**src/rtl/adder_arb_pkg.sv**
```systemverilog
// Shared types for the adder pipeline arbiter: requester-ID tag and control FSM states.
package adder_arb_pkg;

    // Tag id is sized for the largest supported requester count so one type serves every build.
    localparam int NREQ_MAX = 8;
    localparam int ID_W     = $clog2(NREQ_MAX);

    typedef struct packed {
        logic            valid;
        logic [ID_W-1:0] id;
    } tag_t;

    typedef enum logic [1:0] {
        IDLE  = 2'd0,
        RUN   = 2'd1,
        DRAIN = 2'd2
    } state_t;

endpackage

```
**src/rtl/adder_pipe_arbiter_rr.sv**
```systemverilog
// Round-robin arbiter: combinational one-hot grant searched from ptr; ptr moves past the winner on advance.
module rr_arbiter
    import adder_arb_pkg::*;
#(
    parameter int NREQ = 4
) (
    input  logic            clock,
    input  logic            reset,
    input  logic [NREQ-1:0] req,
    input  logic            advance,
    output logic [NREQ-1:0] grant,
    output logic [ID_W-1:0] grant_id
);

    logic [ID_W-1:0] ptr;
    logic            found;

    always_comb begin
        grant    = '0;
        grant_id = '0;
        found    = 1'b0;
        for (int i = 0; i < NREQ; i++) begin
            if (!found && req[(int'(ptr) + i) % NREQ]) begin
                found                          = 1'b1;
                grant[(int'(ptr) + i) % NREQ]  = 1'b1;
                grant_id                       = ID_W'((int'(ptr) + i) % NREQ);
            end
        end
    end

    always_ff @(posedge clock or posedge reset) begin
        if (reset) begin
            ptr <= '0;
        end else if (advance) begin
            ptr <= (grant_id == ID_W'(NREQ - 1)) ? '0 : grant_id + 1'b1;
        end
    end

endmodule

```
**src/rtl/adder_pipe_arbiter.sv**
```systemverilog
// Shares one external LAT-cycle adder among NREQ requesters with round-robin issue and tagged result steering.
// Optional ADDER_ARB_STATS_EN adds per-requester grant counters, a busy-cycle counter and a synchronous clear.
module adder_pipe_arbiter
    import adder_arb_pkg::*;
#(
    parameter int NREQ = 4,
    parameter int LAT  = 4,
    parameter int W    = 32
) (
    input  logic              clock,
    input  logic              reset,
    input  logic [NREQ-1:0]   req_valid,
    input  logic [NREQ*W-1:0] req_a,
    input  logic [NREQ*W-1:0] req_b,
    output logic [NREQ-1:0]   req_ready,
    output logic [NREQ-1:0]   rsp_valid,
    output logic [W:0]        rsp_sum,
    output logic [W-1:0]      add_a,
    output logic [W-1:0]      add_b,
    input  logic [W:0]        add_sum,
    input  logic              flush,
    output logic              idle
`ifdef ADDER_ARB_STATS_EN
    ,
    input  logic              stat_clr,
    output logic [NREQ*16-1:0] stat_grants,
    output logic [15:0]       stat_busy
`endif
);

    state_t          state, state_nxt;
    logic            grant_en, transfer, any_tag;
    logic [NREQ-1:0] grant, rsp_nxt;
    logic [ID_W-1:0] grant_id;
    logic [W-1:0]    op_a, op_b;
    tag_t            tags [0:LAT];

    rr_arbiter #(.NREQ(NREQ)) u_rr (
        .clock    (clock),
        .reset    (reset),
        .req      (req_valid),
        .advance  (transfer),
        .grant    (grant),
        .grant_id (grant_id)
    );

    always_ff @(posedge clock or posedge reset) begin
        if (reset) state <= IDLE;
        else       state <= state_nxt;
    end

    always_comb begin
        state_nxt = state;
        case (state)
            IDLE:    if (|req_valid && !flush) state_nxt = RUN;
            RUN:     if (flush) state_nxt = DRAIN;
                     else if (!(|req_valid) && !any_tag) state_nxt = IDLE;
            DRAIN:   if (!any_tag && !flush) state_nxt = IDLE;
            default: state_nxt = IDLE;
        endcase
    end

    // Granting in IDLE as well lets the first request issue on the IDLE->RUN clock.
    always_comb begin
        grant_en = !reset && !flush && (state != DRAIN);
    end

    assign req_ready = grant_en ? grant : '0;
    assign transfer  = |req_ready;
    assign idle      = (state == IDLE) && !any_tag;

    always_comb begin
        op_a = '0;
        op_b = '0;
        for (int i = 0; i < NREQ; i++) begin
            if (req_ready[i]) begin
                op_a = req_a[i*W +: W];
                op_b = req_b[i*W +: W];
            end
        end
    end

    always_comb begin
        any_tag = 1'b0;
        for (int k = 0; k <= LAT; k++) any_tag = any_tag | tags[k].valid;
        for (int i = 0; i < NREQ; i++) rsp_nxt[i] = tags[LAT].valid && (tags[LAT].id == ID_W'(i));
    end

    always_ff @(posedge clock or posedge reset) begin
        if (reset) begin
            add_a     <= '0;
            add_b     <= '0;
            rsp_valid <= '0;
            rsp_sum   <= '0;
            for (int k = 0; k <= LAT; k++) tags[k] <= '0;
        end else begin
            if (transfer) begin
                add_a <= op_a;
                add_b <= op_b;
            end
            tags[0] <= '{valid: transfer, id: grant_id};
            for (int k = 1; k <= LAT; k++) tags[k] <= tags[k-1];
            rsp_valid <= rsp_nxt;
            if (tags[LAT].valid) rsp_sum <= add_sum;
        end
    end

`ifdef ADDER_ARB_STATS_EN
    logic [15:0] grant_cnt [NREQ];
    logic [15:0] busy_cnt;

    always_ff @(posedge clock or posedge reset) begin
        if (reset) begin
            busy_cnt <= '0;
            for (int i = 0; i < NREQ; i++) grant_cnt[i] <= '0;
        end else if (stat_clr) begin
            busy_cnt <= '0;
            for (int i = 0; i < NREQ; i++) grant_cnt[i] <= '0;
        end else begin
            if (any_tag) busy_cnt <= busy_cnt + 16'd1;
            for (int i = 0; i < NREQ; i++)
                if (req_ready[i]) grant_cnt[i] <= grant_cnt[i] + 16'd1;
        end
    end

    for (genvar g = 0; g < NREQ; g++) begin : g_stat
        assign stat_grants[g*16 +: 16] = grant_cnt[g];
    end
    assign stat_busy = busy_cnt;
`endif

endmodule
```
**config.mk**
```make
export PLATFORM = sky130hd
export DESIGN_NAME = adder_pipe_arbiter
export DESIGN_NICKNAME = d
export VERILOG_FILES = /design/src/rtl/adder_arb_pkg.sv /design/src/rtl/adder_pipe_arbiter_rr.sv /design/src/rtl/adder_pipe_arbiter.sv
export SDC_FILE = /design/constraint.sdc
export NUM_CORES = 1
export LEC_CHECK = 0
export CAP_MARGIN = 20
export CORE_AREA = 2 2 156 158
export CTS_CLUSTER_DIAMETER = 120
export DETAILED_ROUTE_END_ITERATION = 7
export DIE_AREA = 0 0 158 160
export GPL_TIMING_DRIVEN = 0
export PLACE_DENSITY = 0.67
export SYNTH_ARGS = -nofsm -noshare
export SYNTH_HDL_FRONTEND = slang
export SYNTH_SLANG_ARGS = --single-unit
```
**constraint.sdc**
```tcl
create_clock -name clock -period 3.64 [get_ports clock]
set_clock_uncertainty 0.05 [all_clocks]
set_input_delay 0.364 -clock clock [delete_from_list [all_inputs] [get_ports clock]]
set_output_delay 0.364 -clock clock [all_outputs]
set_load 0.01 [all_outputs]
```
-- After elaboration in Yosys (flattened, before gate mapping)
Index checks and enable logic that the tools add are counted.
- register bits after elaboration: 125
- multiplexer cells: 45
- reductions and logical operators: 32
- $lt $le $gt $ge: 8
- bitwise logic cells: 10
- add/sub/neg operators: 4
- equal/unequal tests: 10
- operator list (cell ; count):
    $mux W32 ; 8
    $mux W4 ; 5
    $logic_and A1 B1 Y1 ; 17
    $mux W1 ; 14
    $lt A3 B4 Y1 const B ; 3
    $mux W2 ; 6
    $or A4 B4 Y4 ; 3
    $eq A3 B2 Y1 const B ; 3
    $ge A3 B1 Y1 const B ; 3
    $mux W3 ; 3
    $bmux W1 S2 ; 4
    $demux W1 S2 ; 4
    $reduce_or A4 Y1 ; 2
    $logic_not A1 Y1 ; 7
    $ne A2 B2 Y1 const B ; 3
    $pmux W2 S3 ; 1
    $reduce_or A2 Y1 ; 3
    $add A2 B1 Y2 const B ; 2
    $add A2 B2 Y2 const B ; 2
    $or A1 B1 Y1 ; 4
    $and A1 B1 Y1 const A ; 3
    $eq A3 B1 Y1 const B ; 1
    $logic_not A3 Y1 ; 1
    $lt A2 B3 Y1 const B ; 1
    6 further kinds ; 6

-- Depth between registers and ports, before layout
Gate-level depths: netlist of run 1.
- depth after elaboration: 19
- depth in mapped cells: 16

-- By module
A second synthesis of run 1 with hierarchy kept.
- cell total of the unflattened synthesis: 793
- area, all modules: 7798.7 um^2
- by module, submodules not included (module ; area each (um^2) ; cells each ; instances ; sequential area each (um^2)):
    adder_pipe_arbiter ; 7260.7 ; 732 ; 1 ; 3078.0
    rr_arbiter ; 538.0 ; 61 ; 1 ; 50.0

-- Worst setup path before layout of run 1
OpenSTA, ideal clock, no wires.
- kind: register to register
- start point: register u_rr.ptr[0]
- end point: register add_a[17]
- clock period less this slack: 3.268 ns
- cell stages (with the launch flop): 17
- arrival: 3.092 ns
- setup slack: 0.372 ns
- path through: dfrtp_1 -> buf_6 -> buf_2 -> inv_1 -> ha_1 -> buf_2 -> mux4_2 -> and2_1 -> mux2i_1 -> a31o_2 -> inv_2 -> or4_1 -> buf_2 -> buf_6 -> buf_6 -> nor2_1 -> a31oi_1
- longest elaborated chain between the ends: 18
- RTL lines (what ; RTL line ; RTL):
    start, declared ; adder_pipe_arbiter_rr.sv:15 ; logic [ID_W-1:0] ptr;
    start signal, assigned ; adder_pipe_arbiter_rr.sv:35 ; ptr <= (grant_id == ID_W'(NREQ - 1)) ? '0 : grant_id + 1'b1;
    $add A2 B1 Y2 ; adder_pipe_arbiter_rr.sv:23, adder_pipe_arbiter_rr.sv:25 ;
    $reduce_or A2 Y1 (no source line) ; - ;
    $and A1 B1 Y1 (no source line) ; - ;
    $lt A3 B4 Y1 (implied by the code) or $ge A3 B1 Y1 (tied branches) ; adder_pipe_arbiter_rr.sv:25 ; grant[(int'(ptr) + i) % NREQ] = 1'b1;
    $logic_and A1 B1 Y1 (implied by the code) ; adder_pipe_arbiter_rr.sv:25 ;
    $mux W1 (implied by the code) ; adder_pipe_arbiter_rr.sv:25 ;
    $demux W1 S2 ; - ;
    $or A4 B4 Y4 (no source line) ; - ;
    $mux W4 ; adder_pipe_arbiter_rr.sv:23 ; if (!found && req[(int'(ptr) + i) % NREQ]) begin
    $or A4 B4 Y4 (no source line) ; - ;
    $mux W4 ; adder_pipe_arbiter_rr.sv:23 ;
    $or A4 B4 Y4 (no source line) ; - ;
    $mux W4 (*) ; adder_pipe_arbiter_rr.sv:23 ;
    $mux W4 (*) ; adder_pipe_arbiter.sv:68 ; assign req_ready = grant_en ? grant : '0;
    $mux W32 (4 in a row) ; adder_pipe_arbiter.sv:76 ; if (req_ready[i]) begin
    end signal, assigned ; adder_pipe_arbiter.sv:98 ; add_a <= op_a;
    end, declared ; adder_pipe_arbiter.sv:18 ; output logic [W-1:0] add_a,
Every way passes the cells marked *; elsewhere a longest branch is shown, timed or not. The select of a mux whose other input is x is not followed.
A chain may end at the register's enable or synchronous reset.

-- Worst setup path in the final report of run 1
- start point: register u_rr.ptr[0]
- end point: output req_ready[3]
- longest elaborated chain between the ends: 14
- RTL lines (what ; RTL line ; RTL):
    $add A2 B1 Y2 ; adder_pipe_arbiter_rr.sv:23, adder_pipe_arbiter_rr.sv:25 ;
    $reduce_or A2 Y1 (no source line) ; - ;
    $and A1 B1 Y1 (no source line) ; - ;
    $lt A3 B4 Y1 (implied by the code) or $ge A3 B1 Y1 (tied branches) ; adder_pipe_arbiter_rr.sv:25 ;
    $logic_and A1 B1 Y1 (implied by the code) ; adder_pipe_arbiter_rr.sv:25 ;
    $mux W1 (implied by the code) ; adder_pipe_arbiter_rr.sv:25 ;
    $demux W1 S2 ; - ;
    $or A4 B4 Y4 (no source line) ; - ;
    $mux W4 ; adder_pipe_arbiter_rr.sv:23 ;
    $or A4 B4 Y4 (no source line) ; - ;
    $mux W4 ; adder_pipe_arbiter_rr.sv:23 ;
    $or A4 B4 Y4 (no source line) ; - ;
    $mux W4 (*) ; adder_pipe_arbiter_rr.sv:23 ;
    $mux W4 (*) ; adder_pipe_arbiter.sv:68 ;
    end, declared ; adder_pipe_arbiter.sv:15 ; output logic [NREQ-1:0] req_ready,
Marks and branches as above.

==> flow_summary.ini, run 1 <==
[power_and_ir_drop]
ir_drop_mv = 0.2657
cellLeakagePower_nw = 4.725
power.density_nw_per_um2 = 792.8

[logic_synthesis]
yosysMostFrequentCell = nor2_1
yosys.area.top_type = dfrtp_1
synth_edf_count = 0
synth_ff_type = dfrtp_1
yosys.area.top_type_share = 0.4420
synthCells = 777
synth.area.top_cells = dfrtp_1, a211o_1, nor2_1
ys_types = 42
synth_fp_nets = 1081
yosys-top-cells-count = nor2_1, dfrtp_1, nand2_1, a21oi_1, a31oi_1
synthArstFlopShare = 1.000
syn_area_um2 = 6794
ys_seq_area_frac = 0.4420
yosys_register_bits = 120
syn_avg_cell_area_um2 = 8.744
yosysWarnings = 0

[floorplan]
rows = 57
core_um2 = 23820
die_h_um = 160
die_w_um = 158
initial_core_util = 0.2852
top_level_ports = 402
fp.dieArea_um2 = 25280

[timing]
max_clock_freq_ghz = 0.2864
fin_crit_sh = 0.9591
hold_viol = 0
setup_viol = 0
worst_slew_pin_slew_ns = 0.6777
slew_viol_final = 0
fin_crit_ns = 3.491
relSlewSlack = 0.5482
fin_hold_ws_ns = 0.3010

[cells_and_area]
fin_util = 0.5054
fin_nets = 1507
drive_gt1_frac = 0.1201
fin_area_um2 = 12040
area.growth.synth_to_final_pct = 77.18

[run_status]
status = completed

[routing]
route.vias.total = 7757
via_per_inst = 5.034
ant_nets = 0
routed_wl_um = 30290
drcViolationCount = 0
wire_per_inst_um = 19.65
drt_iter0_drc = 464
first_pass_iters = 5

[worst_setup_path]
crit_path_start = u_rr.ptr[0]
critPathMaxFanout = 10
r2r-end = add_b[20]
timing.critical_path.to = req_ready[3]
required_ns = 3.23
r2r_slack_ns = 0.16
arrival_ns = 3.08
path_class = reg -> out
start_kind = flop
crit_path_end_kind = output port
ff2ff_path_depth = 15
r2r_start = u_rr.ptr[0]

[grt]
antenna_found_initial = 1
overflow = 0
grt_max_degree = 75
grt_usage = 0.2319
first_global_vias = 7698
grt_pass1_wl_um = 44310

[clock_network]
tritoncts = yes
clock_path_buffers = 2
cts_sinks = 120
clk_pin_slew_ns = 0.06
clockRootBuffer = clkbuf_16
cts_buffers = 17
htreeDepth = 4
clock_latency_ns = 0.43
cts_hold_buf = 0

[placement]
portBuffers = 401
placed_cell_area_um2 = 11250
gp_congestion = 0.9169
hpwl_um = 22680

[hold_path]
hold_class = reg -> reg

[flow_run]
maxCapViolCount = 0
cell families after synthesis:
kind of cell    share of synthesized area
mux                               0.07090
compound gates                     0.2210
fa+ha+maj                         0.01473
buf+inv                           0.06206
flops                              0.4420
simple gates                       0.1893
power by group:
group	internal, mW	total (mW)	leakage [nW]	switching, mW
Combinational	2.67	5.40	3.00	2.73
Sequential	2.03	2.38	1.44	0.343
Clock	1.04	1.76	0.291	0.728
through the flow:
step | setup TNS [ns] | worst slack, ns | power (mW) | std cells
after floorplan | 0 | 0.04018 | 5.157 | 777
after global placement | -259.33 | -2.053 | 7.587 | 1502
final | 0 | 0.1487 | 9.544 | 1541
after global routing | -0.002219 | -0.002219 | 10.15 | 1541
after CTS | -0.07377 | -0.07377 | 9.545 | 1539
after detailed placement | -16.30 | -0.7263 | 7.671 | 1503
worst min-delay path by stage:
stage               cells after the start      from       to
floorplan                               0   tags[4]  tags[0]
global placement                        0   tags[9]  tags[5]
detailed placement                      0  tags[13]  tags[9]
CTS                                     0  tags[13]  tags[9]
global route                            0   tags[8]  tags[4]
finish                                  0  tags[13]  tags[9]
cell type report:
class	count	area, um2
inverters	8	37.54
plain buffers	75	478.0
fillers	2294	11780
diodes	1	2.502
clock inverters	15	178.9
well taps	324	405.4
multi-input cells	574	3426
flip-flops and latches	120	3003
repair buffers	407	4081
clock buffers	17	425.4
state kept, by name (all words and copies together) (netlist names):
register and cells:
state 2, u_rr.ptr 2, rsp_valid 4, add_a 32, add_b 32, rsp_sum 33
tags 15
per-layer routing:
metal  vias up  track usage  part of all wire
li1       3646            -                 -
met1      3671       0.2837              0.40
met2       369       0.3919              0.48
met3        71      0.05617             0.077
met4         0      0.08968             0.033
met5         -            0                 0
cells in the final DEF, fill, tap and decap left out, types with 4 or more instances in the layout:
cell,instances
nand3_1,66
and2_1,4
clkdlybuf4s50_1,397
mux2_2,36
a31oi_1,64
buf_4,8
clkbuf_1,17
buf_6,14
clkbuf_4,4
clkbuf_16,17
clkbuf_2,13
nor2_1,136
nand2_1,72
a211o_1,64
o21ai_0,9
dfrtp_1,120
nand4_1,4
buf_2,22
inv_1,4
ha_1,8
nor3_1,4
a21oi_1,70
inv_6,6
worst max-delay path: stages, from the launching register on:
cell,delay [ns]
dfrtp_1,0.39
buf_6,0.15
buf_6,0.14
inv_4,0.06
ha_1,0.29
buf_6,0.15
mux4_2,0.38
and2_1,0.20
mux2i_2,0.20
a31oi_4,0.13
buf_8,0.14
buf_6,0.13
dlygate4sd2_1,0.28
timing repair:
| action | in CTS | in global routing |
|---|---|---|
| pin swaps | 2 | 3 |
| setup endpoints to repair | 71 | 66 |
| resized for setup | 28 | 42 |
| setup buffers | 4 | 1 |
No activity file was read; power rests on OpenSTA's default activity.
==> inputs of run 2 (changes only) <==
--- a/config.mk
+++ b/config.mk
@@ -12,6 +12,8 @@
 export DIE_AREA = 0 0 158 160
 export GPL_TIMING_DRIVEN = 0
 export PLACE_DENSITY = 0.67
+export SKIP_CTS_REPAIR_TIMING = 1
+export SLEW_MARGIN = 40
 export SYNTH_ARGS = -nofsm -noshare
 export SYNTH_HDL_FRONTEND = slang
 export SYNTH_SLANG_ARGS = --single-unit
==> run 2 against run 1 <==
Critical path type unchanged. Wire length fell by 0.81%. Setup slack worse by 0.039 ns. Combinational power about the same. Power rose by 0.29%. Hold slack barely moved. Die area is the same. Critical endpoint unchanged. Design area rose by 0.34%. Global-route usage down 0.33 points. Fmax is 1.1% lower. Clock power is essentially flat. Flip-flop and latch count stayed put. Critical path depth unchanged.
==> flow_summary.ini, run 2 (synthesis gave the netlist of run 1 again) <==
[run_status]
status = completed

[cells_and_area]
fillerInstances = 2281
largest_register_ff_count = 33
layout_common_cells = clkdlybuf4s50_1, nor2_1, dfrtp_1
fin_util = 0.5071
multi_input_area_um2 = 3441
regMostFlops = rsp_sum
seqCellArea_um2 = 3004
final_common_cell = clkdlybuf4s50_1
drive_gt1_frac = 0.1241
fin_nets = 1508
area.growth.synth_to_final_pct = 77.79
reg.largest.list = rsp_sum: 33 flops, add_a: 32 flops, add_b: 32 flops
instances_no_fill = 1542

[routing]
ant_nets = 0
route.vias.total = 7769
via_per_inst = 5.038
drt_iter0_drc = 414
first_pass_iters = 5
wire_per_inst_um = 19.48
drcViolationCount = 0
routed_wl_um = 30040

[power_and_ir_drop]
cellLeakagePower_nw = 4.756
power.density_nw_per_um2 = 792.4
ir_drop_mv = 0.3130

[grt]
first_global_vias = 7700
busiest_layer = met2
grt_use_met1 = 0.2796
grt_usage = 0.2286
grt_pass1_wl_um = 43830
grtUsageMet3 = 0.06052
grtUsageMet2 = 0.3836
grt_max_degree = 75
overflow = 0
antenna_found_initial = 2

[floorplan]
rows = 57
initial_core_util = 0.2852
fp.dieArea_um2 = 25280
die_h_um = 160
core_um2 = 23820
die_w_um = 158
top_level_ports = 402

[timing]
fin_crit_ns = 3.531
fin_crit_sh = 0.9699
relSlewSlack = 0.5206
final.setup.worst_slack_ns = 0.1094
slew_viol_final = 0
rsz0062_at_grt = yes
setup_viol = 0
max_clock_freq_ghz = 0.2832
fin_hold_ws_ns = 0.3010
worst_slew_pin_slew_ns = 0.7191
hold_viol = 0
fin_tns_setup_ns = 0

[clock_network]
tritoncts = yes
clk_pin_slew_ns = 0.06
htreeDepth = 4
clock_path_buffers = 2
clock_latency_ns = 0.43
clockRootBuffer = clkbuf_16
cts_buffers = 17
cts_sinks = 120

[placement]
pre_cts_slack_ns = -0.7847
portBuffers = 401
placed_cells = 1503
hpwl_um = 22690
gp_congestion = 0.9169

[worst_setup_path]
critPathMaxFanout = 10
start_kind = flop
crit_path_end_kind = output port
arrival_ns = 3.12
required_ns = 3.23
path_class = reg -> out

[hold_path]
hold_class = reg -> reg

[flow_run]
maxCapViolCount = 0
-- run 2: final timing paths --
path / cells after the start / start / slack (ns) / endpoint
hold / removal: 0 / tags[12] / 0.30 / tags[8]
setup / recovery: 12 / u_rr.ptr[0] / 0.11 / req_ready[3]
setup reg to reg: 15 / u_rr.ptr[0] / 0.14 / add_a[8]
max in group asynchronous: 3 / reset / 2.51 / add_b[20]
hold reg to reg: 0 / tags[12] / 0.30 / tags[8]
min in group asynchronous: 2 / reset / 0.31 / rsp_sum[29]
-- run 2: layout make-up --
cell class / instances / share of cell area
plain buffers: 75 / 0.04009
diodes: 1 / 0.0002072
multi-input cells: 574 / 0.2849
clock buffers: 17 / 0.03522
inverters: 8 / 0.003418
clock inverters: 15 / 0.01481
flip-flops and latches: 120 / 0.2487
well taps: 324 / 0.03356
repair buffers: 408 / 0.3391
-- run 2: report_power, final --
part | switching (mW) | total (mW) | internal, mW
clock network | 0.723 | 1.76 | 1.04
registers | 0.349 | 2.38 | 2.04
logic | 2.72 | 5.43 | 2.71
-- run 2: metrics by stage --
step                power (mW)  cell area [um2]
finish                   9.571            12080
global route             10.20            12080
CTS                      9.454            11850
detailed placement       7.673            11250
floorplan                5.157             6794
global placement         7.587            11210
-- run 2: critical path, cell delays in order, from the launching register on --
cell and delay [ns]:
dfrtp_2 0.41, buf_6 0.14, buf_8 0.13, clkinvlp_4 0.10, ha_1 0.29, buf_6 0.14
mux4_2 0.37, and2_1 0.21, mux2i_2 0.20, a31oi_4 0.15, buf_8 0.18, buf_4 0.18
dlymetal6s2s_1 0.18
-- run 2: metal layers --
layer  up-vias  wire [um]
met5         -         13
met4         2        974
met3        60       2402
met2       355      14460
met1      3708      12190
li1       3644          -
==> inputs of run 3 (changes only) <==
--- a/config.mk
+++ b/config.mk
@@ -6,12 +6,12 @@
 export NUM_CORES = 1
 export LEC_CHECK = 0
 export CAP_MARGIN = 20
-export CORE_AREA = 2 2 156 158
+export CORE_MARGIN = 8
+export CORE_UTILIZATION = 35
 export CTS_CLUSTER_DIAMETER = 120
 export DETAILED_ROUTE_END_ITERATION = 7
-export DIE_AREA = 0 0 158 160
 export GPL_TIMING_DRIVEN = 0
-export PLACE_DENSITY = 0.67
+export PLACE_DENSITY = 0.79
 export SKIP_CTS_REPAIR_TIMING = 1
 export SLEW_MARGIN = 40
 export SYNTH_ARGS = -nofsm -noshare
==> run 3 against run 2 <==
Design area decreased by 1.3%. Final cell count down 4.0%. Sequential power about the same. Combinational power hardly changed. Global-route usage increased by 3.4 points. Clock power is 6% lower.
==> flow_summary.ini, run 3 (synthesis gave the netlist of run 1 again) <==
[routing]
via_per_inst = 5.384
routed_wl_um = 32880
drt_iter0_drc = 511
drcViolationCount = 0
first_pass_iters = 8
wire_per_inst_um = 22.20
route.vias.total = 7974
ant_nets = 0

[timing]
max_clock_freq_ghz = 0.2835
hold_viol = 0
fin_crit_ns = 3.528
final.setup.worst_slack_ns = 0.1121
fin_crit_sh = 0.9692
slew_viol_final = 0
rsz0062_at_grt = yes
relSlewSlack = 0.5601
setup_viol = 0
worst_slew_pin_slew_ns = 0.6598
fin_tns_setup_ns = 0

[cells_and_area]
reg.largest.list = rsp_sum: 33 flops, add_a: 32 flops, add_b: 32 flops
regMostFlops = rsp_sum
largest_register_ff_count = 33
drive_gt1_frac = 0.1217
fin_area_um2 = 11930
fin_nets = 1507
final_common_cell = clkdlybuf4s50_1
layout_common_cells = clkdlybuf4s50_1, nor2_1, dfrtp_1
instances_no_fill = 1481
area.growth.synth_to_final_pct = 75.54
fillerInstances = 1716
antenna_cells = 0

[power_and_ir_drop]
cellLeakagePower_nw = 4.737
ir_drop_mv = 0.4823
power_mw = 9.473
power_switching_mw = 3.856
internal_power_mw = 5.617
clkPwrFrac = 0.175
p_comb_frac = 0.572
seqPwrFrac = 0.253
switching_share = 0.4070
power.density_nw_per_um2 = 794.3

[clock_network]
clockRootBuffer = clkbuf_16
clock_path_buffers = 2
cts_buffers = 17
clk_pin_slew_ns = 0.06
htreeDepth = 4
tritoncts = yes
clock_latency_ns = 0.42
cts_sinks = 120

[worst_setup_path]
crit_path_end_kind = output port
arrival_ns = 3.11
critPathMaxFanout = 10
cpMostUsedCell = buf_6
cp_top_family = buffers and inverters
start_kind = flop
critPathBufInv = 8
slowest_delay_ns = 0.38
path_class = reg -> out
cpMaxStageDelayCell = dfrtp_2
required_ns = 3.23
crit_path_cell_trace = buf_6 -> buf_6 -> clkinvlp_4 -> ha_1 -> buf_6 -> mux4_2 -> inv_2 -> nand4_1 -> a31oi_4 -> buf_6 -> buf_4 -> dlymetal6s2s_1

[grt]
grt_pass1_wl_um = 48440
first_global_vias = 8189
antenna_found_initial = 1
grt_max_degree = 62
overflow = 0
grt_usage = 0.2622

[placement]
gp_congestion = 0.9562
placed_cell_area_um2 = 11170
placed_cells = 1444
portBuffers = 401
hpwl_um = 25340
pre_cts_slack_ns = -0.7319

[hold_path]
hold_class = reg -> reg

[floorplan]
rows = 51
core_um2 = 19270
die_h_um = 155.3
initial_core_util = 0.3526
top_level_ports = 402
die_w_um = 155.3
fp.dieArea_um2 = 24130

[run_status]
status = completed

[flow_run]
maxCapViolCount = 0
-- run 3: cell types whose count changed in the layout (fill, tap and decap cells not counted), sizes merged --
cell and delta:
buf +3, bufinv -2, clkinv -3, diode -1
clkbuf -4, inv +5
-- run 3: worst register-to-register path, cell delays in order (launching register included) --
cell and delay [ns]:
dfrtp_2 0.38, buf_6 0.13, buf_6 0.14, clkinvlp_4 0.11, ha_1 0.30, buf_6 0.15, mux4_2 0.38, and2_1 0.19
mux2i_1 0.24, a31oi_4 0.16, or4_1 0.52, buf_4 0.19, buf_6 0.17, buf_6 0.16, nor2_1 0.09, a31oi_1 0.04
-- run 3: area by class of cell --
| cell class | instances | area (um2) | share of cell area |
|---|---|---|---|
| repair buffers | 407 | 4089 | 0.3428 |
| flip-flops and latches | 120 | 3004 | 0.2519 |
| inverters | 8 | 41.29 | 0.003462 |
| clock inverters | 15 | 143.9 | 0.01206 |
| plain buffers | 75 | 462.9 | 0.03882 |
| multi-input cells | 574 | 3428 | 0.2875 |
| clock buffers | 17 | 425.4 | 0.03567 |
| well taps | 265 | 331.6 | 0.02780 |
-- run 3: worst paths after layout --
check / startpoint / end / slack (ns) / cells after the start
max: u_rr.ptr[0] / req_ready[3] / 0.11 / 12
min: tags[9] / tags[5] / 0.30 / 0
max reg2reg: u_rr.ptr[0] / add_a[17] / 0.13 / 15
min reg2reg: tags[9] / tags[5] / 0.30 / 0
max in group asynchronous: reset / add_b[28] / 2.48 / 3
min in group asynchronous: reset / add_a[10] / 0.36 / 2
-- run 3: through the flow --
step / utilization / hold WS, ns
global placement: 0.5780 / 0.2817
detailed placement: 0.5799 / 0.2864
global route: 0.6189 / 0.3016
CTS: 0.6094 / 0.2986
floorplan: - / 0.2812
finish: 0.6189 / 0.2977
-- run 3: power by group through the flow --
stage               clock network (mW)  registers [mW]  logic, mW
finish                            1.66            2.40       5.42
global route                      1.74            2.47       5.85
CTS                               1.68            2.40       5.29
detailed placement                   0            2.42       5.27
global placement                     0            2.38       5.20
floorplan                            0            2.64       2.52
-- run 3: per-layer routing --
| metal | routed length [um] | share of wire | vias up | global-route usage |
|---|---|---|---|---|
| met2 | 16060 | 0.49 | 432 | 0.4428 |
| met4 | 1128 | 0.034 | 2 | 0.1086 |
| met1 | 12700 | 0.39 | 3823 | 0.3038 |
| li1 | - | - | 3648 | - |
| met5 | 10 | 0.00030 | - | 0 |
| met3 | 2978 | 0.091 | 69 | 0.08072 |
